==> src/rtl/div2_pow_seq.sv <==
// -----------------------------------------------------------------------------
// div2_pow_seq
//
// Sequential divide-by-x^k unit over the 8-bit ring GF(2)[x]/(x^8+x^2+1).
// A request (in_data, in_k) is accepted in IDLE. The unit then applies the
// x^-1 step once per cycle for k cycles and presents a*x^-k in DONE until the
// consumer takes it.
//
// Handshake: a transfer happens on a rising clk edge where valid && ready are
// both high. A producer holds valid (and its payload) until that edge, and
// ready never depends combinationally on valid.
//
// Parameters:
//   KW         width of the step count, maximum k = 2^KW - 1
//
// Ports:
//   clk        rising-edge clock
//   rst        synchronous, active-high reset
//   in_valid   request present
//   in_ready   block can accept a request (IDLE only)
//   in_data    operand byte, sampled on the accept edge
//   in_k       number of x^-1 steps, sampled on the accept edge
//   out_valid  result present (DONE)
//   out_ready  consumer accepts the result
//   out_data   a*x^-k while out_valid, otherwise 0x00
//   busy       high in RUN or DONE
//   chk_err    sticky step self-check failure (0 unless checking is built in)
//   dbg_state  current FSM state (0=IDLE, 1=RUN, 2=DONE)
//
// Build option:
//   DIV2_POW_SEQ_CHECK_EN  when defined, every RUN cycle re-multiplies the
//                          stepped value by x and compares it with the working
//                          value; a mismatch sets chk_err until rst. When
//                          undefined, chk_err is tied to 0.
// -----------------------------------------------------------------------------
module div2_pow_seq #(
  parameter int KW = 3
) (
  input  logic          clk,
  input  logic          rst,
  input  logic          in_valid,
  output logic          in_ready,
  input  logic [7:0]    in_data,
  input  logic [KW-1:0] in_k,
  output logic          out_valid,
  input  logic          out_ready,
  output logic [7:0]    out_data,
  output logic          busy,
  output logic          chk_err,
  output logic [1:0]    dbg_state
);

  typedef enum logic [1:0] {
    S_IDLE = 2'd0,
    S_RUN  = 2'd1,
    S_DONE = 2'd2
  } state_t;

  localparam logic [KW-1:0] CNT_ONE = KW'(1);
  localparam logic [KW-1:0] CNT_ZERO = '0;

  state_t        state;
  logic [7:0]    acc;
  logic [KW-1:0] cnt;
  logic [7:0]    acc_step;

  // One x^-1 step: rotate right, and fold the reduction bit (old b0, which
  // came from the x^2 term of the polynomial) back into bit 1.
  function automatic logic [7:0] step_div(input logic [7:0] b);
    logic [7:0] a;
    a[7] = b[0];
    a[6] = b[7];
    a[5] = b[6];
    a[4] = b[5];
    a[3] = b[4];
    a[2] = b[3];
    a[1] = b[2] ^ b[0];
    a[0] = b[1];
    return a;
  endfunction

  assign acc_step  = step_div(acc);
  assign dbg_state = state;

  always_ff @(posedge clk) begin
    if (rst) begin
      state     <= S_IDLE;
      acc       <= 8'h00;
      cnt       <= CNT_ZERO;
      in_ready  <= 1'b1;
      out_valid <= 1'b0;
      out_data  <= 8'h00;
      busy      <= 1'b0;
    end else begin
      case (state)
        S_IDLE: begin
          if (in_valid && in_ready) begin
            acc      <= in_data;
            cnt      <= in_k;
            in_ready <= 1'b0;
            busy     <= 1'b1;
            if (in_k == CNT_ZERO) begin
              // Nothing to do: the operand is already the result.
              state     <= S_DONE;
              out_valid <= 1'b1;
              out_data  <= in_data;
            end else begin
              state <= S_RUN;
            end
          end
        end

        S_RUN: begin
          acc <= acc_step;
          cnt <= cnt - CNT_ONE;
          // Last step still executes; its result is what DONE presents.
          if (cnt == CNT_ONE) begin
            state     <= S_DONE;
            out_valid <= 1'b1;
            out_data  <= acc_step;
          end
        end

        S_DONE: begin
          // in_ready stays low here so the next request lands only after
          // the result has left.
          if (out_ready) begin
            state     <= S_IDLE;
            out_valid <= 1'b0;
            out_data  <= 8'h00;
            in_ready  <= 1'b1;
            busy      <= 1'b0;
          end
        end

        default: begin
          state     <= S_IDLE;
          in_ready  <= 1'b1;
          out_valid <= 1'b0;
          out_data  <= 8'h00;
          busy      <= 1'b0;
        end
      endcase
    end
  end

`ifdef DIV2_POW_SEQ_CHECK_EN
  // Forward multiply-by-x: shift left, reduce by x^8 = x^2 + 1.
  function automatic logic [7:0] step_mul(input logic [7:0] a);
    return {a[6:0], 1'b0} ^ (a[7] ? 8'h05 : 8'h00);
  endfunction

  always_ff @(posedge clk) begin
    if (rst) begin
      chk_err <= 1'b0;
    end else if (state == S_RUN && step_mul(acc_step) != acc) begin
      chk_err <= 1'b1;
    end
  end
`else
  assign chk_err = 1'b0;
`endif

endmodule

==> config.mk <==
export PLATFORM = sky130hd
export DESIGN_NAME = div2_pow_seq
export DESIGN_NICKNAME = d
export VERILOG_FILES = /design/src/rtl/div2_pow_seq.sv
export SDC_FILE = /design/constraint.sdc
export NUM_CORES = 1
export LEC_CHECK = 0
export BUFFER_PORTS_ARGS = -buffer_cell sky130_fd_sc_hd__buf_2
export CAP_MARGIN = 5
export CORE_ASPECT_RATIO = 1.1
export CORE_MARGIN = 5
export CORE_UTILIZATION = 55
export CTS_CLUSTER_SIZE = 25
export DETAILED_ROUTE_END_ITERATION = 10
export PLACE_DENSITY = 0.81
export SETUP_SLACK_MARGIN = 0.5
export SYNTH_ARGS = -nofsm -noshare
export SYNTH_HDL_FRONTEND = slang
export SYNTH_SLANG_ARGS = --single-unit
==> constraint.sdc <==
create_clock -name clk -period 3.7 [get_ports clk]
set_input_delay 0.555 -clock clk [delete_from_list [all_inputs] [get_ports clk]]
set_output_delay 0.555 -clock clk [all_outputs]
set_load 0.01 [all_outputs]
# After elaboration in Yosys (flattened, before gate mapping)
# Cells that the tools add are included.
classes:
  bitwise_logic: 2
  n_addsub: 1
  reduce_logical: 8
  mux: 24
  n_eq_ne: 7
ops:
  columns: ["operator", "count"]
  rows:
  - ["8-bit 2-to-1 mux", 5]
  - ["8-bit case mux with 3 select lines", 1]
  - ["8-bit case mux with 2 select lines", 1]
  - ["1-bit case mux with 3 select lines", 3]
  - ["2-bit 2-to-1 mux", 4]
  - ["2-bit != test (second input constant)", 4]
  - ["1-bit 2-to-1 mux", 7]
  - ["2-bit case mux with 3 select lines", 1]
  - ["3-bit case mux with 2 select lines", 1]
  - ["3-bit AND reduction", 2]
  - ["4-bit AND reduction", 1]
  - ["3-bit by 1-bit == test with 1-bit output (second input constant)", 1]
  - ["3-bit logical NOT", 1]
  - ["3-bit 2-to-1 mux", 1]
  - ["3-bit by 1-bit subtractor with 3-bit output (second input constant)", 1]
  - ["2-bit by 1-bit == test with 1-bit output (second input constant)", 1]
  - ["2-bit == test (second input constant)", 1]
  - ["2-bit logical NOT", 1]
  - ["2-bit AND reduction", 1]
  - ["2-bit nonzero test", 1]
  - ["1-bit logical AND", 1]
  - ["1-bit NOT", 1]
  - ["1-bit XOR", 1]
word_totals:
  input_bits: 15
  wordCells: 49
  regBits: 24
  output_inout_bits: 14

# Depth between registers and ports, before layout
depth:
  word_depth: 4
  depth_mapped: 6
  depth_no_buf: 6

# Worst setup path after synthesis
# No wires, ideal clock.
synth_path:
  path_kind: "input-to-reg"
  from: "in in_k[1]"
  to: "reg out_data[1]"
  arrival_ns: 1.363
  required_ns: 3.581
  path_buffers: 0
  setup_time_ns: 0.119
  setup_slack_ns: 2.218
  cell_stages: 4
  path_cell_list: "or3_4 o211ai_2 o21ai_2 o2bb2ai_1"
synth_via:
  elab_chain_cells: 3
synth_rtl:
  columns: ["element", "line_no", "text"]
  rows:
  - ["start: declaration", "44", "input logic [KW-1:0] in_k,"]
  - ["3-bit logical NOT", "102", "if (in_k == CNT_ZERO) begin"]
  - ["2-bit != test (no line)", null, null]
  - ["4-bit AND reduction (no line)", null, null]
  - ["end signal: assignment", "106", "out_data <= in_data;"]
  - ["end signal: assignment", "120", "out_data <= acc_step;"]
  - ["end: declaration", "47", "output logic [7:0] out_data,"]
# Every way passes these cells.
# A chain may end at the register's enable or synchronous reset.

# Final worst setup path
layout_path:
  from: "reg state[0], in the netlist dbg_state[0]"
  to: "out dbg_state[0]"
layout_rtl:
  columns: ["element", "line_no", "text"]
  rows:
  - ["start: declaration", "62", "state_t state;"]
  - ["start signal: assignment", "87", "state <= S_IDLE;"]
  - ["start signal: assignment", "104", "state <= S_DONE;"]
  - ["start signal: assignment", "108", "state <= S_RUN;"]
  - ["end: declaration", "50", "output logic [1:0] dbg_state"]
# No word-level cell between the ends.

==> results.json <==
{
  "netlist.area_leader.share_pct": 40.5,
  "design_power_total_mw": 0.591,
  "worst_ep_required_ns": 3.14,
  "place_inst": 170,
  "max_cap_viol_count": 0,
  "startpoint_type": "register",
  "yosys_warnings": 0,
  "reg2reg_slack_ns": 2.04,
  "fp.dieW_um": 54.3,
  "run_status": "complete, no violations",
  "fp.dieArea_um2": 3190,
  "leading_cell_type_in_the_layout_fill_and_taps_excluded": "sky130_fd_sc_hd__buf_2",
  "synth_top_area_cell": "sky130_fd_sc_hd__dfxtp_1",
  "cts.root.buffer_cell": "sky130_fd_sc_hd__clkbuf_4",
  "power_density_nw_per_um2": 441,
  "drt-wirelength-per-cell_um": 14.0,
  "synth-main-ff-cell": "sky130_fd_sc_hd__dfxtp_1",
  "wire_length_of_the_first_global_routing_pass_mm": 4.20,
  "ys_top_cells_by_area": "sky130_fd_sc_hd__dfxtp_1 41%, sky130_fd_sc_hd__mux2i_1 12%, sky130_fd_sc_hd__a211oi_1 5.7%, sky130_fd_sc_hd__o2bb2ai_1 5.2%, sky130_fd_sc_hd__nor2_1 4.1%",
  "drtAntennaViolNets": 0,
  "synthesis.area_per_instance_um2": 9.64,
  "fin_cells": 174,
  "cts_inserted_buffers": 3,
  "final-setup-viol-count": 0,
  "placement_rows": 17,
  "post_detailed_placement_half_perimeter_wirelength_mm": 1.68,
  "synth_cell_types": 37,
  "synth_adder_area_share_pct": 2.11,
  "cts-hold-fix-buffers": 0,
  "worstSkewPairLatency_ns": 0.31,
  "clkTransAtPathRegs_ns": 0.12,
  "dr_total_vias": 987,
  "drcViolationCount": 0,
  "area.growth.synth_to_final_pct": 12.9,
  "vdd_ir_drop_max_mv": 0.290,
  "hold_class": "reg2reg",
  "via_count_of_the_first_global_routing_pass": 961,
  "worst_setup_path_startpoint": "dbg_state[0]$_SDFFE_PP0P_",
  "placed_cell_area_um2": 1300,
  "cts.htree.levels": 1,
  "final_util_pct": 65.6,
  "synthesis.nets": 140,
  "preCtsSetupSlack_ns": 1.81,
  "slew_at_the_pin_with_the_worst_max_slew_slack_ns": 0.800,
  "cp-end-kind": "primary output",
  "p_leak_nw": 0.612,
  "synth_edf_count": 0,
  "final_min_period_over_clock_period_pct": 46.2,
  "stdcell_area_um2": 1340,
  "final_cell_mix": "27 x sky130_fd_sc_hd__buf_2, 24 x sky130_fd_sc_hd__dfxtp_1, 14 x sky130_fd_sc_hd__mux2i_1",
  "layout-drive-gt1-share_pct": 30.8,
  "timing_worst_setup_path_type": "reg2out",
  "min_tclk_post_route_ns": 1.71,
  "final_antenna_diode_count": 0,
  "asyncSetResetFlopFracSynth_pct": 0,
  "drt_first_pass_iters": 4,
  "die-height_um": 58.7,
  "grt_setup_unrepaired": "false",
  "vias_per_cell": 5.67,
  "cp_endpoint": "dbg_state[0]",
  "worstPathMaxFanout": 20,
  "synthSimpleGateAreaFrac_pct": 15.0,
  "finalWirelength_mm": 2.44,
  "numPortBuffers": 27,
  "routabilityCongestion": 0.752,
  "antenna_found_initial": 0,
  "fillers": 179,
  "worstPathArrival_ns": 1.15,
  "grt_max_degree": 23,
  "timing.final.max_slew_violations": 0,
  "rr_endpoint": "cnt[0]$_SDFFE_PP0P_",
  "regToRegStartpoint": "in_ready$_SDFFE_PP1P_",
  "initial_core_utilization_pct": 58.1,
  "synth_seq_area_share_pct": 40.5,
  "cts_resized": 0,
  "dominant_combinational_cell_family_by_area_after_synthesis": "compound AO/OA/AOI/OAI gates",
  "synth_xor_xnor_area_share_pct": 0.738,
  "setup_total_negative_slack_ns": 0,
  "floorplan.core_area_um2": 2040,
  "syn-instance-count": 123,
  "slew_headroom_pct": 46.6,
  "io_pins": 29,
  "final_net_count": 164,
  "grt_usage_pct": 17.8,
  "area_of_the_mapped_netlist_um2": 1190,
  "gr-total-overflow": 0,
  "fin_worst_skew_ns": 0.00795,
  "post_synthesis_mux_area_share_pct": 11.8,
  "cts_sinks": 24,
  "tritoncts": "done",
  "detail_route.iter0.violations": 16,
  "cts-root-to-sink-buffers": 2,
  "post_cts.repair.setup_buffers": 0,
  "synth_compound_gate_area_share_pct": 22.8,
  "hold_viol_final": 0,
  "synth_seq_cells": 24,
  "worst_slack_ns": 1.99,
  "depth_of_the_worst_register_to_register_path": 4,
  "worst_hold_check_slack_ns": 0.471,
  "clock.fmax_ghz": 0.585
}
==> synthesized netlist by cell type (all sizes together) (2+ instances only) <==
cell type,count
dfxtp,24
nor2,15
mux2i,14
a211oi,9
buf,9
a21oi,8
o2bb2ai,8
nand2,7
inv,5
o21ai,4
ha,2
nand2b,2
nand3b,2
nor3,2
==> layer usage <==
layer / share of wire [%] / routed length [µm] / vias to the layer above / track usage [%]
li1: - / - / 490 / -
met1: 43 / 1060 / 467 / 22.1
met2: 50 / 1210 / 26 / 28.2
met3: 4.8 / 118 / 4 / 2.78
met4: 2.0 / 48 / 0 / 11.0
met5: 0 / 0 / - / 0
==> sequential cells by signal, summed over array words and instances (netlist names) <==
name	count
dbg_state	2
cnt	3
out_data	8
acc	8
busy	1
in_ready	1
out_valid	1
==> worst max-delay path, cell delays in order (launching register included) <==
cell and delay, ns:
sky130_fd_sc_hd__dfxtp_1 0.36, sky130_fd_sc_hd__buf_4 0.29, sky130_fd_sc_hd__buf_2 0.19
==> layout make-up <==
type	instances	area, µm²	share of cell area (%)
Clock buffer	4	36.3	2.71
Inverter	5	18.8	1.40
Multi-Input combinational cell	85	626	46.7
Sequential cell	24	480	35.9
Tap cell	28	35.0	2.62
Timing Repair Buffer	28	143	10.7
==> where the power goes <==
| group | switching (mW) | internal [mW] | leakage (nW) |
|---|---|---|---|
| Combinational | 0.0839 | 0.0639 | 0.394 |
| Sequential | 0.0212 | 0.285 | 0.197 |
| Clock | 0.0763 | 0.0601 | 0.0210 |
==> worst min-delay path by stage <==
stage	from	end	cells after the start
after floorplan	cnt[0]$_SDFFE_PP0P_	cnt[0]$_SDFFE_PP0P_	1
after global placement	out_data[6]$_SDFFE_PP0P_	out_data[6]$_SDFFE_PP0P_	1
after detailed placement	out_data[0]$_SDFFE_PP0P_	out_data[0]$_SDFFE_PP0P_	1
after CTS	out_data[0]$_SDFFE_PP0P_	out_data[0]$_SDFFE_PP0P_	1
after global routing	out_data[2]$_SDFFE_PP0P_	out_data[2]$_SDFFE_PP0P_	1
final	out_data[0]$_SDFFE_PP0P_	out_data[0]$_SDFFE_PP0P_	1
==> kinds of logic after synthesis <==
family | count (synthesis)
fa+ha+maj | 2
compound gates | 35
xor+xnor | 1
other cells | 1
simple gates | 32
flops | 24
mux | 14
buf+inv | 14
Power figures use the tool's default switching activity.
